**config.mk**
```make
export PLATFORM = sky130hd
export DESIGN_NAME = pipe_stage_chain
export DESIGN_NICKNAME = d
export VERILOG_FILES = /design/src/rtl/pipe_stage_chain.sv
export SDC_FILE = /design/constraint.sdc
export NUM_CORES = 1
export LEC_CHECK = 0
export CORE_ASPECT_RATIO = 1.75
export CORE_MARGIN = 3
export CORE_UTILIZATION = 31
export CTS_CLUSTER_DIAMETER = 50
export DETAILED_ROUTE_END_ITERATION = 10
export PLACE_DENSITY = 0.52
export SYNTH_ARGS = -nofsm -noshare
export SYNTH_HDL_FRONTEND = slang
export SYNTH_SLANG_ARGS = --single-unit
```
**constraint.sdc**
```tcl
create_clock -name clk -period 1.5 [get_ports clk]
set_input_delay 0.225 -clock clk [delete_from_list [all_inputs] [get_ports clk]]
set_output_delay 0.225 -clock clk [all_outputs]
set_load 0.02 [all_outputs]
```
**src/rtl/pipe_stage_chain.sv**
```systemverilog
// Elastic pipeline register chain: DEPTH valid/ready slots with bubble collapsing and flush.
// Optional PIPE_STAGE_PERF_EN adds the occupancy and stall_cnt performance ports.
module pipe_stage_chain #(
    parameter int unsigned      WIDTH   = 32,
    parameter int unsigned      DEPTH   = 2,
    parameter logic [WIDTH-1:0] RST_VAL = '0
) (
    input  logic             clk,
    input  logic             rst,
    input  logic             flush,
    input  logic             in_valid,
    output logic             in_ready,
    input  logic [WIDTH-1:0] in_data,
    output logic             out_valid,
    input  logic             out_ready,
    output logic [WIDTH-1:0] out_data
`ifdef PIPE_STAGE_PERF_EN
    ,
    output logic [2:0]       occupancy,
    output logic [31:0]      stall_cnt
`endif
);

    logic [DEPTH-1:0] v_q;
    logic [DEPTH-1:0] v_d;
    logic [DEPTH-1:0] slotRdy;
    logic [WIDTH-1:0] d_q [DEPTH];
    logic [WIDTH-1:0] d_d [DEPTH];

    // A slot can load when it is empty or its content moves on; walked from the output back.
    always_comb begin : readyChain
        logic downRdy;
        downRdy = out_ready;
        slotRdy = '0;
        for (int i = DEPTH - 1; i >= 0; i--) begin
            slotRdy[i] = !v_q[i] || downRdy;
            downRdy    = slotRdy[i];
        end
    end

    assign in_ready  = slotRdy[0];
    assign out_valid = v_q[DEPTH-1];
    assign out_data  = d_q[DEPTH-1];

    // Payload registers change only when a valid payload is actually moved in.
    always_comb begin
        v_d = v_q;
        d_d = d_q;
        if (slotRdy[0]) begin
            v_d[0] = in_valid;
            if (in_valid) begin
                d_d[0] = in_data;
            end
        end
        for (int i = 1; i < DEPTH; i++) begin
            if (slotRdy[i]) begin
                v_d[i] = v_q[i-1];
                if (v_q[i-1]) begin
                    d_d[i] = d_q[i-1];
                end
            end
        end
        if (flush) begin
            v_d = '0;
            for (int i = 0; i < DEPTH; i++) begin
                d_d[i] = RST_VAL;
            end
        end
    end

    always_ff @(posedge clk) begin
        if (rst) begin
            v_q <= '0;
            for (int i = 0; i < DEPTH; i++) begin
                d_q[i] <= RST_VAL;
            end
        end else begin
            v_q <= v_d;
            for (int i = 0; i < DEPTH; i++) begin
                d_q[i] <= d_d[i];
            end
        end
    end

`ifdef PIPE_STAGE_PERF_EN
    logic [31:0] stall_q;
    logic [31:0] stall_d;

    always_comb begin
        occupancy = '0;
        for (int i = 0; i < DEPTH; i++) begin
            occupancy = occupancy + {2'b00, v_q[i]};
        end
    end

    // Saturating count of cycles the head payload waits on downstream; flush leaves it alone.
    always_comb begin
        stall_d = stall_q;
        if (out_valid && !out_ready && (stall_q != 32'hFFFF_FFFF)) begin
            stall_d = stall_q + 32'd1;
        end
    end

    always_ff @(posedge clk) begin
        if (rst) begin
            stall_q <= '0;
        end else begin
            stall_q <= stall_d;
        end
    end

    assign stall_cnt = stall_q;
`else
    // Without the performance option the chain carries no counters.
`endif

endmodule

```
# Word-level counts from Yosys, hierarchy flattened
# Cells that the tools add are included.
# op_classes
magnitude_cmp,0
eq_ne,0
n_mux,0
n_mul,0
n_div,0
n_reduce_logical,7
n_shift,0
bitwise_logic,0
addsub,0
# ops
op,count
AND reduction 2 bit,2
zero test 1 bit,2
logical OR 1 bit,2
OR reduction 2 bit,1
# totals
mem_count,0
rom_bits,0
out_inout_bits,34
latchBits,0
mem_bits_rw,0
in_bits,37
reg_bits,66

# Logic depth before layout (Yosys ltp)
# depth
depth_word,4
ltp_mapped,7

# Least setup slack after synthesis
# OpenSTA, ideal clock, no wires.
# synth_timing
kind,register to register
startpoint,register v_q[1]
endpoint,register d_q[48] (netlist name)
setup_slack_ns,0.276
path_buffers,2
setup_ns,0.132
path_stages_with_launch,7
arrival_time_ns,1.092
required_ns,1.368
path_cell_list,dfxtp_1 and3b_1 buf_6 clkinv_4 buf_6 nand3_1 a21oi_1
# synth_between
elab_chain_cells,4
# synth_rtl
item,line,rtl
from (decl),24,logic [DEPTH-1:0] v_q;
from (signal assigned),78,v_q <= v_d;
zero test 1 bit,36,slotRdy[i] = !v_q[i] || downRdy;
logical OR 1 bit (2 in a row),36,
via in_ready,12,"output logic in_ready,"
AND reduction 2 bit (no source line),--,
"to (signal, indexed assignment)",80,d_q[i] <= d_d[i];
to (decl),27,logic [WIDTH-1:0] d_q [DEPTH];
# The timed path passes the listed nets, and every way through them passes these cells.
# A chain may end at the register's enable or synchronous reset.

# Worst setup path in the final report
# layout_timing
startpoint,register v_q[0]
endpoint,output in_ready
# layout_between
elab_chain_cells,2
# layout_rtl
item,line
zero test 1 bit,36
logical OR 1 bit,36
to (decl),12
# Every way passes these cells.

==> qor.txt <==
outcome - completed
initial core utilization - 31.9%
Final Max Slew Viols - 0
drt initial violations - 185
worst skew pair latency - 0.33 ns
first-pass iteration count of the detailed router - 4
Pint - 3.08 mW
setup ws final - 0.0707 ns
total number of yosys warnings - 0
Worst path slowest cell - dfxtp_1
Sw Pwr - 0.864 mW
Avg Inst Size Synth - 8.28 um2
Max Buffers Root-to-Sink - 2
Max stage delay on crit path - 0.34 ns
dpl hpwl - 4650 um
CP Max Fanout - 2
post-synth top area cell - dfxtp_1
Pwr Density - 1080 nW/um2
clk sinks - 66
Via Count - 2,448
sequential element share of the synthesized area - 47.8%
GRT overflow - 0
worst-path cell chain - and3b_2 > clkinv_4 > clkdlybuf4s15_2
share of the synthesized area in the top cell type - 47.8%
Cell Area, Placed - 3330 um2
Yosys cell types - 16
die width - 77.4 um
Die Y - 131 um
gpl congestion - 0.745
routed vias/inst - 5.06
Num CTS Buffers - 9
initial antenna violation count - 0
WHS Path Cells - 2
kind of critical path - flip-flop to output pin
Switching Share - 21.9%
Worst EP arrival - 1.20 ns
Fin. Hold Viols - 0
I/O Buffers - 70
final hold slack - 0.463 ns
Final Cycle Share - 95.3%
endpoints failing setup - 0
I/O pins - 71
MaxCap Viol Count - 0
Worst-path clk slew - 0.05 ns
WL/cell - 15.3 um
Layout area overhead - 31.4%
Global Route Usage Sum - 15.1%
final antenna-violating net count - 0
post-route clock skew - 0.00384 ns
top cells by area in the synthesized netlist - dfxtp_1 48%, a21oi_1 12%, nand3_1 12%
Post-CTS Setup Inserts - 0
Setup crit start kind - flip-flop
drc violations - 0
Syn Std Cell Area - 2770 um2
ANT cells - 0
vias in the first global route - 2,329
Clock H-tree levels - 3
Fin Setup TNS - 0 ns
Design Area, Final - 3630 um2
share of cells above drive strength 1 - 8.72%
Total Nets Final - 399
Core Area - 8670 um2
final core utilization - 41.9%
post-layout min period - 1.43 ns
clock share of power - 47.5%
WL final - 7420 um
Comb pwr share - 6.8%
Hold Crit Class - flip-flop to flip-flop
RSZ-0062 raised after global routing - false
measured slew at the worst slew-check pin - 0.571 ns
fmax - 700 MHz
Rel. slew slack - 61.9%
first-pass GRT wire length - 11,700 um
CTS tree - done
Die ar. - 10,100 um2
worst-case reg-to-reg path depth - 5
Synth Instances - 334
pre-CTS setup slack - -0.383 ns
largest net degree at the start of global routing - 67
clk root buf - clkbuf_16
leak pwr - 1.64 nW
syn nets - 371
Cell Rows - 45
post-synthesis register bit count - 66
CP required - 1.27 ns
sequential share of power - 45.7%
Max IR drop VDD - 0.686 mV
Setup crit end kind - output pin
[what timing repair did]
| action | 4_1_cts | 5_1_grt |
|---|---|---|
| hold buffers | 0 | 0 |
| endpoints found under the setup margin | 13 | 38 |
| resized for setup | 17 | 22 |
| hold endpoints to repair | 0 | 0 |
[final cells by class]
type | count | area [um2]
Clock inverter | 3 | 15.0
Multi-Input combinational cell | 198 | 1000
Inverter | 3 | 16.3
Tap cell | 117 | 146
Sequential cell | 66 | 1320
Timing Repair Buffer | 84 | 885
Fill cell | 913 | 5040
Clock buffer | 13 | 250
[flip-flops by register name, indices dropped and copies added (netlist names)]
name	cells
d_q	32
out_data	32
v_q	2
[layer usage]
layer / up-vias / part of all wire, % / track usage [%]
li1: 1197 / - / -
met1: 1161 / 42 / 17.2
met2: 80 / 51 / 25.2
met3: 10 / 4.8 / 4.32
met4: 0 / 2.2 / 8.49
met5: - / 0 / 0
[cells in the final DEF, fill, tap and decap left out]
master,synthesis,routed
inv_1,1,1
inv_2,1,1
clkbuf_16,0,9
clkbuf_1,18,3
nand2b_1,1,1
and3b_2,0,1
clkdlybuf4s50_1,0,35
clkinv_4,1,1
clkbuf_8,0,1
dfxtp_1,66,66
dlygate4sd2_1,0,13
or2_2,1,1
dlymetal6s2s_1,0,21
buf_4,34,10
o21ai_0,52,52
clkinv_2,0,3
clkdlybuf4s15_2,0,1
a21oi_1,66,66
and2b_1,1,1
buf_6,5,1
nand3_1,64,64
buf_12,0,3
o21ai_1,12,12
[logic make-up (layout without fill, tap and decap cells)]
group	Yosys count	in the layout	share of synthesized area [%]
flip-flops	66	66	47.8
AO/OA/AOI/OAI	130	130	23.5
buffers and inverters	70	103	16.1
AND/OR/NAND/NOR	68	68	12.6
[worst max-delay path, delay by kind of cell (launching register included)]
family                 cells  cell delay [ns]
AND/OR/NAND/NOR            1             0.23
flip-flops                 1             0.34
buffers and inverters      2             0.31
[final timing paths]
path / startpoint / to / slack (ns)
setup / recovery: v_q[0] / in_ready / 0.07
hold / removal: d_q[58] / out_data[26] / 0.46
setup reg to reg: v_q[0] / out_data[10] / 0.19
hold reg to reg: d_q[58] / out_data[26] / 0.46
[cells in the mapped netlist]
| master | instances |
|---|---|
| a21oi_1 | 66 |
| dfxtp_1 | 66 |
| nand3_1 | 64 |
| o21ai_0 | 52 |
| buf_4 | 34 |
| clkbuf_1 | 18 |
| o21ai_1 | 12 |
| buf_2 | 10 |
| buf_6 | 5 |
| and2b_1 | 1 |
| and3b_1 | 1 |
| clkinv_4 | 1 |
| inv_1 | 1 |
| inv_2 | 1 |
| nand2b_1 | 1 |
| or2_2 | 1 |
[per-stage QoR]
step | total power, mW | instances
floorplan | 1.96 | 334
global placement | 2.11 | 468
detailed placement | 2.11 | 468
CTS | 3.98 | 484
global route | 4.10 | 484
finish | 3.94 | 484
[power groups by stage]
stage | clock [mW] | sequential, mW | combinational (mW)
finish | 1.87 | 1.80 | 0.268
global route | 2.00 | 1.80 | 0.293
CTS | 1.91 | 1.80 | 0.270
detailed placement | 0 | 1.84 | 0.272
global placement | 0 | 1.84 | 0.271
floorplan | 0 | 1.83 | 0.125
Power figures use the tool's default switching activity.
